[src/rtl/vga_timing_pkg.sv]
// Shared VGA timing types, default 640x480@60 geometry and axis sizing helpers.
// Purely declarative: no latency, no flow control.
package vga_timing_pkg;

    typedef enum logic [1:0] {
        ACTIVE = 2'd0,
        FRONT  = 2'd1,
        SYNC   = 2'd2,
        BACK   = 2'd3
    } t_phase;

    localparam int c_DEF_H_ACTIVE = 640;
    localparam int c_DEF_H_FRONT  = 16;
    localparam int c_DEF_H_SYNC   = 96;
    localparam int c_DEF_H_BACK   = 48;
    localparam int c_DEF_V_ACTIVE = 480;
    localparam int c_DEF_V_FRONT  = 10;
    localparam int c_DEF_V_SYNC   = 2;
    localparam int c_DEF_V_BACK   = 33;

    function automatic int axis_total(input int a, input int f, input int s, input int b);
        return a + f + s + b;
    endfunction

    function automatic int axis_width(input int a, input int f, input int s, input int b);
        return $clog2(axis_total(a, f, s, b));
    endfunction

endpackage

[src/rtl/vga_axis_counter.sv]
// One raster axis: phase FSM plus in-phase and absolute counters; 1-clock registered update.
// No backpressure: state holds whenever i_Step is 0.
module vga_axis_counter
    import vga_timing_pkg::*;
#(
    parameter int   g_Active   = c_DEF_H_ACTIVE,
    parameter int   g_Front    = c_DEF_H_FRONT,
    parameter int   g_Sync     = c_DEF_H_SYNC,
    parameter int   g_Back     = c_DEF_H_BACK,
    parameter logic g_Sync_Pol = 1'b0,
    localparam int  c_W        = axis_width(g_Active, g_Front, g_Sync, g_Back)
) (
    input  logic           i_Clk,
    input  logic           i_Reset,
    input  logic           i_Step,
    output logic [c_W-1:0] o_Pos,
    output t_phase         o_Phase,
    output logic           o_Sync,
    output logic           o_Wrap
);

    if (g_Active < 1 || g_Front < 1 || g_Sync < 1 || g_Back < 1) begin : g_bad_geometry
        $error("vga_axis_counter: every phase length must be at least 1");
    end

    localparam int             c_Total    = axis_total(g_Active, g_Front, g_Sync, g_Back);
    localparam logic [c_W-1:0] c_Last     = c_W'(c_Total - 1);
    localparam logic [c_W-1:0] c_Act_Last = c_W'(g_Active - 1);
    localparam logic [c_W-1:0] c_Frt_Last = c_W'(g_Front - 1);
    localparam logic [c_W-1:0] c_Syn_Last = c_W'(g_Sync - 1);
    localparam logic [c_W-1:0] c_Bck_Last = c_W'(g_Back - 1);

    t_phase         phase_q, phase_d;
    logic [c_W-1:0] cnt_q, cnt_d;
    logic [c_W-1:0] pos_q, pos_d;
    logic           sync_q, sync_d;
    logic [c_W-1:0] phase_last;

    always_comb begin
        phase_d    = phase_q;
        cnt_d      = cnt_q;
        pos_d      = pos_q;
        phase_last = c_Act_Last;
        case (phase_q)
            FRONT:   phase_last = c_Frt_Last;
            SYNC:    phase_last = c_Syn_Last;
            BACK:    phase_last = c_Bck_Last;
            default: phase_last = c_Act_Last;
        endcase

        if (i_Step) begin
            pos_d = (pos_q == c_Last) ? '0 : pos_q + 1'b1;
            if (cnt_q == phase_last) begin
                cnt_d   = '0;
                // BACK + 1 wraps to ACTIVE in the 2-bit encoding
                phase_d = t_phase'(phase_q + 2'd1);
            end else begin
                cnt_d = cnt_q + 1'b1;
            end
        end

        sync_d = (phase_d == SYNC) ? g_Sync_Pol : ~g_Sync_Pol;
    end

    always_ff @(posedge i_Clk or posedge i_Reset) begin
        if (i_Reset) begin
            phase_q <= ACTIVE;
            cnt_q   <= '0;
            pos_q   <= '0;
            sync_q  <= ~g_Sync_Pol;
        end else begin
            phase_q <= phase_d;
            cnt_q   <= cnt_d;
            pos_q   <= pos_d;
            sync_q  <= sync_d;
        end
    end

    assign o_Pos   = pos_q;
    assign o_Phase = phase_q;
    assign o_Sync  = sync_q;
    assign o_Wrap  = (pos_q == c_Last);

endmodule

[src/rtl/vga_timing_gen.sv]
// VGA raster timing generator advancing on i_Pix_En; all flags registered, 1-clock latency.
// No backpressure: position and levels hold while i_Pix_En is 0, pulses drop to 0.
module vga_timing_gen
    import vga_timing_pkg::*;
#(
    parameter int   g_H_Active  = c_DEF_H_ACTIVE,
    parameter int   g_H_Front   = c_DEF_H_FRONT,
    parameter int   g_H_Sync    = c_DEF_H_SYNC,
    parameter int   g_H_Back    = c_DEF_H_BACK,
    parameter int   g_V_Active  = c_DEF_V_ACTIVE,
    parameter int   g_V_Front   = c_DEF_V_FRONT,
    parameter int   g_V_Sync    = c_DEF_V_SYNC,
    parameter int   g_V_Back    = c_DEF_V_BACK,
    parameter logic g_HSync_Pol = 1'b0,
    parameter logic g_VSync_Pol = 1'b0,
    localparam int  c_Col_W     = axis_width(g_H_Active, g_H_Front, g_H_Sync, g_H_Back),
    localparam int  c_Row_W     = axis_width(g_V_Active, g_V_Front, g_V_Sync, g_V_Back)
) (
    input  logic               i_Clk,
    input  logic               i_Reset,
    input  logic               i_Pix_En,
    output logic [c_Col_W-1:0] o_Col,
    output logic [c_Row_W-1:0] o_Row,
    output logic               o_HSync,
    output logic               o_VSync,
    output logic               o_Active,
    output logic               o_Line_Start,
    output logic               o_Frame_Start
);

    t_phase h_phase, v_phase;
    logic   h_wrap, v_wrap;
    logic   v_step;
    logic   line_start_q, line_start_d;
    logic   frame_start_q, frame_start_d;

    // Row advances on the same edge the column wraps H-1 -> 0
    assign v_step = i_Pix_En & h_wrap;

    vga_axis_counter #(
        .g_Active   (g_H_Active),
        .g_Front    (g_H_Front),
        .g_Sync     (g_H_Sync),
        .g_Back     (g_H_Back),
        .g_Sync_Pol (g_HSync_Pol)
    ) u_h_axis (
        .i_Clk   (i_Clk),
        .i_Reset (i_Reset),
        .i_Step  (i_Pix_En),
        .o_Pos   (o_Col),
        .o_Phase (h_phase),
        .o_Sync  (o_HSync),
        .o_Wrap  (h_wrap)
    );

    vga_axis_counter #(
        .g_Active   (g_V_Active),
        .g_Front    (g_V_Front),
        .g_Sync     (g_V_Sync),
        .g_Back     (g_V_Back),
        .g_Sync_Pol (g_VSync_Pol)
    ) u_v_axis (
        .i_Clk   (i_Clk),
        .i_Reset (i_Reset),
        .i_Step  (v_step),
        .o_Pos   (o_Row),
        .o_Phase (v_phase),
        .o_Sync  (o_VSync),
        .o_Wrap  (v_wrap)
    );

    always_comb begin
        line_start_d  = v_step;
        frame_start_d = v_step & v_wrap;
    end

    always_ff @(posedge i_Clk or posedge i_Reset) begin
        if (i_Reset) begin
            line_start_q  <= 1'b0;
            frame_start_q <= 1'b0;
        end else begin
            line_start_q  <= line_start_d;
            frame_start_q <= frame_start_d;
        end
    end

    assign o_Active      = (h_phase == ACTIVE) && (v_phase == ACTIVE);
    assign o_Line_Start  = line_start_q;
    assign o_Frame_Start = frame_start_q;

endmodule
[config.mk]
export PLATFORM = sky130hd
export DESIGN_NAME = vga_timing_gen
export DESIGN_NICKNAME = d
export VERILOG_FILES = /design/src/rtl/vga_timing_pkg.sv /design/src/rtl/vga_axis_counter.sv /design/src/rtl/vga_timing_gen.sv
export SDC_FILE = /design/constraint.sdc
export NUM_CORES = 1
export LEC_CHECK = 0
export CELL_PAD_IN_SITES_DETAIL_PLACEMENT = 0
export CELL_PAD_IN_SITES_GLOBAL_PLACEMENT = 1
export CORE_MARGIN = 2
export CORE_UTILIZATION = 44
export DETAILED_ROUTE_END_ITERATION = 10
export DONT_BUFFER_PORTS = 1
export PLACE_DENSITY_LB_ADDON = 0.1
export SETUP_SLACK_MARGIN = 0.5
export SLEW_MARGIN = 20
export SYNTH_ARGS = -nofsm -noshare
export SYNTH_HDL_FRONTEND = slang
export SYNTH_SLANG_ARGS = --single-unit
export TNS_END_PERCENT = 10
[constraint.sdc]
create_clock -name i_Clk -period 1.81 [get_ports i_Clk]
set_input_delay 0 -clock i_Clk [delete_from_list [all_inputs] [get_ports i_Clk]]
set_output_delay 0 -clock i_Clk [all_outputs]
set_load 0.01 [all_outputs]
==> results.py, run 1 <==
metrics = {
    "floorplanning": {
        "initial_core_util_pct": 45.16,
        "die_y_um": 78.72,
        "dieWidth_um": 78.72,
        "rows": 27,
        "pin_count": 28,
        "core_um2": 5439,
        "dieArea_um2": 6196,
    },
    "clocking": {
        "clock_path_buffers": 2,
        "clk_pin_slew_ns": 0.08,
        "cts_tree": "yes",
        "numCtsBuffers": 5,
        "root_buffer": "clkbuf_8",
        "insertion_delay_ns": 0.30,
        "cts.sinks": 48,
        "htreeDepth": 2,
    },
    "placed_design": {
        "gp_congestion": 0.8555,
        "dp_cells": 360,
        "portBuffers": 0,
        "post-place-ws_ns": -0.2205,
        "hpwl_um": 3751,
    },
    "run": {
        "maxCapViolCount": 0,
    },
    "timing": {
        "finalSetupViolCount": 13,
        "maxSlewViolCount": 0,
        "fin_skew_ns": 0.005632,
        "hold_viol": 0,
        "rsz0062_at_grt": "true",
        "fmaxAchievable_ghz": 0.5026,
        "timing.final.crit_share_pct": 109.9,
        "finalSetupTns_ns": -1.726,
        "tightest_slew_ns": 0.5183,
        "fin_ws_ns": -0.1797,
        "slew_headroom_pct": 65.39,
        "fin_crit_ns": 1.990,
    },
    "finish": {
        "final_core_util_pct": 56.84,
        "fin_nets": 313,
        "n_fill_cell": 487,
        "drive_gt1_share_pct": 28.57,
        "area_delta_synth_final_pct": 25.88,
        "antennaDiodeCount": 0,
        "fin_cells": 373,
    },
    "power_and_ir_drop": {
        "peakVddDrop_uv": 563.1,
        "powerDensity_nw_per_um2": 861.5,
        "p_leak_nw": 1.432,
    },
    "yosys": {
        "synth_top_family_by_area": "simple AND/OR/NAND/NOR gates",
        "synth_top_area_share_pct": 46.87,
        "syn_area_per_cell_um2": 9.864,
        "synthCells": 249,
        "synth_area_leader_cell": "dfrtp_1",
        "synth-edff-count": 0,
        "synth_nets": 262,
        "synth_cell_types": 43,
        "synthXorXnorAreaFrac_pct": 8.202,
        "synth_area_leaders": "dfrtp_1, xnor2_1, ha_1",
        "ys_seq_area_share_pct": 49.01,
        "yosysMostFrequentCell": "dfrtp_1",
        "ys_ff_latch": 48,
        "synthAdderAreaFrac_pct": 5.094,
        "synthMuxAreaShare_pct": 2.292,
        "synth_compound_area_share_pct": 8.711,
        "yosys_warnings": 0,
        "syn_area_um2": 2456,
        "synth_commonest_cells": "dfrtp_1, nand2_1, nor2_1, xnor2_1, nand3_1",
        "synthFlopType": "dfrtp_1",
        "async_flop_share_pct": 100.0,
        "yosys.area_share.simple_pct": 23.48,
    },
    "global_route": {
        "grt_pass1_wl_um": 9011,
        "grt-ovfl-total": 0,
        "grtUsageTotal_pct": 18.68,
        "grt_max_degree": 25,
        "grt_pass1_vias": 1942,
        "antenna_found_initial": 0,
    },
    "routing": {
        "wl_per_cell_um": 13.99,
        "drcViolationCount": 0,
        "drt_iter0_drc": 74,
        "dr.pass1.iters": 4,
        "drt-total-wl_um": 5218,
        "antenna_left": 0,
        "vias": 1928,
        "viasPerCell": 5.169,
    },
    "setup_path": {
        "path_max_fanout": 5,
        "worstPathArrival_ns": 2.22,
        "critical_path_required_ns": 2.04,
        "crit_path_start_kind": "register",
        "critPathKind": "register to register",
        "cp-end-kind": "register",
    },
    "hold_path": {
        "worst_hold_path_type": "input port to register",
    },
    "status": {
        "violations": "negative setup slack",
        "status": "finished, violations left",
    },
}
==> state kept, by name, summed over array words and instances (netlist names) <==
signal,cells
u_h_axis.o_Pos,10
u_v_axis.o_Phase,2
o_Line_Start,1
u_v_axis.cnt_q,10
u_h_axis.o_Phase,2
u_h_axis.cnt_q,10
o_Frame_Start,1
u_h_axis.o_Sync,1
u_v_axis.o_Pos,10
u_v_axis.o_Sync,1
==> report_power, final <==
part           internal (mW)  leakage (nW)  total (mW)  switching, mW
clock                  0.312        0.0455       0.660          0.348
combinational          0.323         0.781       0.644          0.321
sequential              1.22         0.606        1.36          0.137
total                   1.86          1.43        2.66          0.806
==> cell usage in the layout (no fill, tap or decap), drive strengths merged, types with 8 or more instances in the layout <==
cell type,instances
dfrtp,46
clkbuf,8
nor2,24
xor2,8
buf,49
xnor2,15
inv,13
nand3,14
nand2,25
o21ai,20
ha,10
nand4,12
==> timing repair <==
| item | in CTS | in global routing |
|---|---|---|
| setup endpoints to repair | 42 | 43 |
| hold buffers | 2 | 0 |
| hold endpoints to repair | 29 | 0 |
| buffers inserted | 3 | 0 |
| gates resized for setup | 16 | 4 |
| pin swaps | 10 | 6 |
==> worst max-delay path, stage by stage (launching register included) <==
cell and delay (ns):
dfrtp_1 0.42, ha_2 0.20, or3b_2 0.47, a21oi_2 0.14
o211ai_1 0.18, buf_4 0.21, nor2_4 0.16, xnor2_1 0.13
==> final timing paths <==
kind                       slack (ns)                   to  depth (start not counted)           startpoint
min in group asynchronous        0.19    u_h_axis.cnt_q[0]                          2              i_Reset
setup / recovery                -0.18  u_v_axis.o_Phase[0]                          7  u_v_axis.o_Phase[0]
hold / removal                   0.03    u_h_axis.o_Pos[3]                          3             i_Pix_En
max in group asynchronous        0.98      u_v_axis.o_Sync                          3              i_Reset
hold reg to reg                  0.50    u_v_axis.cnt_q[9]                          1    u_v_axis.cnt_q[9]
setup reg to reg                -0.18  u_v_axis.o_Phase[0]                          7  u_v_axis.o_Phase[0]
==> through the flow <==
stage          hold slack (ns)  cell area [um^2]  power, mW
6_report               0.02533              3092      2.663
5_1_grt                0.04751              3092      2.852
4_1_cts                0.01972              3082      2.713
3_5_place_dp          -0.03555              2887      2.027
3_3_place_gp          -0.04705              2887      2.022
2_1_floorplan           0.2840              2491      1.796
==> routing by layer <==
| metal | vias to the layer above | GRT usage, % | wire length, um |
|---|---|---|---|
| met4 | 0 | 7.193 | 91 |
| met5 | - | 0 | 0 |
| met3 | 8 | 5.000 | 208 |
| li1 | 975 | - | - |
| met1 | 919 | 23.85 | 2515 |
| met2 | 26 | 30.34 | 2403 |
==> logic make-up (layout without fill, tap and decap cells) <==
group / Yosys count / in the layout
multiplexers: 5 / 5
buffers and inverters: 20 / 72
AND/OR/NAND/NOR: 106 / 106
AO/OA/AOI/OAI: 37 / 37
flip-flops: 48 / 48
adder cells (fa/ha/maj): 10 / 10
XOR/XNOR: 23 / 23
==> layout make-up <==
type                       count  area, um^2  area share (%)
tap                           72       90.09           2.914
timing repair buffer          51       395.4           12.79
sequential                    48        1204           38.93
inverter                      13       48.80           1.578
clock buffer                   8       90.09           2.914
multi-input combinational    181        1264           40.87
No activity file was read; power rests on OpenSTA's default activity.
==> inputs of run 2 (changes only) <==
--- a/config.mk
+++ b/config.mk
@@ -7,6 +7,7 @@
 export LEC_CHECK = 0
 export CELL_PAD_IN_SITES_DETAIL_PLACEMENT = 0
 export CELL_PAD_IN_SITES_GLOBAL_PLACEMENT = 1
+export CORE_ASPECT_RATIO = 1.2
 export CORE_MARGIN = 2
 export CORE_UTILIZATION = 44
 export DETAILED_ROUTE_END_ITERATION = 10
==> run 2 against run 1 <==
Effect of this change:
- the flow still finishes with violations (negative setup slack)
- final area down 0.57%
- largest power group unchanged
- sequential share of layout area up 0.22 points
- global-route usage up 0.18 points
- die area about the same
- sequential cell count unchanged
- sequential power about the same
- largest cell class unchanged
- power down 1.1%
- critical path depth unchanged
- utilization up 0.79 points
==> results.py, run 2 (same netlist as run 1, synthesis figures left out) <==
metrics = {
    "routing": {
        "dr.pass1.iters": 4,
        "wl_per_cell_um": 14.28,
        "antenna_left": 0,
        "drt-total-wl_um": 5170,
        "drt_iter0_drc": 69,
        "viasPerCell": 5.287,
        "drcViolationCount": 0,
        "vias": 1914,
    },
    "setup_path": {
        "r2r-start": "u_v_axis.o_Phase[0]",
        "crit_chain": "inv_2 > ha_4 > or4_1 > o21ai_1 > o211ai_1 > o21ai_1 > a21bo_1",
        "critPathKind": "register to register",
        "rr_worst_depth": 7,
        "path_max_fanout": 3,
        "path_common_cell": "o21ai_1",
        "r2r_slack_ns": -0.05,
        "crit_path_start_kind": "register",
        "worstPathArrival_ns": 2.05,
        "slowest_stage": "dfrtp_1",
        "cp-end-kind": "register",
        "critical_path_required_ns": 2.00,
        "critPathMaxStageDelay_ns": 0.40,
        "reg2reg_to": "u_v_axis.o_Phase[1]",
    },
    "clocking": {
        "cts.sinks": 48,
        "clock_path_buffers": 2,
        "insertion_delay_ns": 0.30,
        "root_buffer": "clkbuf_8",
        "htreeDepth": 2,
        "clk_pin_slew_ns": 0.10,
        "numCtsBuffers": 5,
        "cts_tree": "yes",
    },
    "global_route": {
        "grtUsageTotal_pct": 18.86,
        "grt_pass1_vias": 2026,
        "grt.busiest_layer": "met2",
        "use_met1_pct": 25.69,
        "antenna_found_initial": 0,
        "grt_pass1_wl_um": 9321,
        "grtUsageMet3_pct": 4.230,
        "grt_max_degree": 35,
        "grt-ovfl-total": 0,
        "met2_usage_pct": 29.77,
    },
    "timing": {
        "finalSetupTns_ns": -0.2515,
        "hold_viol": 0,
        "fin_skew_ns": 0.01359,
        "tightest_slew_ns": 0.3498,
        "slew_headroom_pct": 76.64,
        "maxSlewViolCount": 0,
        "timing.final.crit_share_pct": 103.0,
        "fmaxAchievable_ghz": 0.5366,
        "rsz0062_at_grt": "true",
        "finalSetupViolCount": 7,
        "fin_ws_ns": -0.05345,
        "fin_crit_ns": 1.863,
    },
    "status": {
        "status": "finished, violations left",
        "violations": "negative setup slack",
    },
    "power_and_ir_drop": {
        "powerDensity_nw_per_um2": 856.7,
        "p_clk_share_pct": 23.5,
        "peakVddDrop_uv": 674.0,
        "netSwitchingPower_mw": 0.8106,
        "p_sw_share_pct": 30.78,
        "p_leak_nw": 1.436,
        "internal_power_mw": 1.823,
        "combPwrFrac_pct": 25.0,
        "p_seq_share_pct": 51.5,
    },
    "placed_design": {
        "gp_congestion": 0.7605,
        "post-place-ws_ns": -0.1286,
        "hpwl_um": 3621,
        "portBuffers": 0,
    },
    "floorplanning": {
        "core_um2": 5334,
        "dieArea_um2": 6198,
        "pin_count": 28,
        "rows": 29,
        "initial_core_util_pct": 46.05,
        "die_y_um": 85.85,
        "dieWidth_um": 72.21,
    },
    "finish": {
        "final_core_util_pct": 57.64,
        "drive_gt1_share_pct": 28.00,
        "final_cell_mix": "dfrtp_1, buf_4, nand2_1, nor2_1, xnor2_1",
        "antennaDiodeCount": 0,
        "multi_input_area_um2": 1259,
        "area_delta_synth_final_pct": 25.17,
        "seqCellArea_um2": 1204,
        "layout_commonest_cell": "dfrtp_1",
        "n_fill_cell": 491,
        "fin_nets": 312,
    },
    "hold_path": {
        "hold_end": "u_h_axis.o_Pos[3]",
        "worst_hold_startpoint": "i_Pix_En",
        "hold_path_depth": 3,
        "worst_hold_path_type": "input port to register",
    },
    "run": {
        "maxCapViolCount": 0,
    },
}
-- run 2: worst max-delay path, delay by kind of cell, from the launching register on --
kind	cells	cell delay (ns)
buf+inv	1	0.07
compound gates	4	0.73
flops	1	0.40
simple gates	1	0.39
fa+ha+maj	1	0.16
-- run 2: timing repair --
item | 4_1_cts | 5_1_grt
resized for setup | 15 | 7
endpoints found under the setup margin | 41 | 43
pin swaps | 19 | 12
hold buffers | 2 | 0
buffers inserted | 6 | 0
endpoints found under the hold margin | 54 | 0
-- run 2: power by group through the flow --
stage | combinational [mW] | sequential, mW | clock (mW)
6_report | 0.658 | 1.36 | 0.620
2_1_floorplan | 0.366 | 1.43 | 0
5_1_grt | 0.757 | 1.38 | 0.683
3_3_place_gp | 0.643 | 1.38 | 0
3_5_place_dp | 0.648 | 1.38 | 0
4_1_cts | 0.663 | 1.36 | 0.649
-- run 2: stage by stage --
| step | area, um^2 | total power [mW] | hold WS (ns) | std cells |
|---|---|---|---|---|
| 6_report | 3074 | 2.634 | 0.02378 | 362 |
| 5_1_grt | 3074 | 2.820 | 0.04027 | 362 |
| 4_1_cts | 3054 | 2.668 | 0.01757 | 362 |
| 3_5_place_dp | 2856 | 2.023 | -0.1315 | 346 |
| 3_3_place_gp | 2856 | 2.020 | -0.1365 | 346 |
| 2_1_floorplan | 2491 | 1.796 | 0.2840 | 249 |
-- run 2: final cells by class --
cell class / instances / share of cell area (%)
clock buffer: 7 / 2.483
sequential: 48 / 39.15
multi-input combinational: 181 / 40.94
inverter: 13 / 1.587
tap: 62 / 2.523
clock inverter: 1 / 0.1628
timing repair buffer: 50 / 13.15
-- run 2: how the worst max path moves through the flow --
stage                        start                   to  slack [ns]  depth (start not counted)
2_1_floorplan    u_h_axis.o_Pos[0]    u_v_axis.o_Pos[8]       -0.08                          7
3_3_place_gp   u_v_axis.o_Phase[0]  u_v_axis.o_Phase[1]       -0.10                          7
3_5_place_dp   u_v_axis.o_Phase[0]  u_v_axis.o_Phase[1]       -0.13                          7
4_1_cts        u_v_axis.o_Phase[1]  u_v_axis.o_Phase[1]       -0.07                          7
5_1_grt        u_v_axis.o_Phase[1]    u_v_axis.cnt_q[2]       -0.17                          8
6_report       u_v_axis.o_Phase[0]  u_v_axis.o_Phase[1]       -0.05                          7
-- run 2: routing by layer --
layer	vias up	wire, um
met2	23	2384
met5	-	0
li1	970	-
met4	0	87
met1	913	2543
met3	8	154
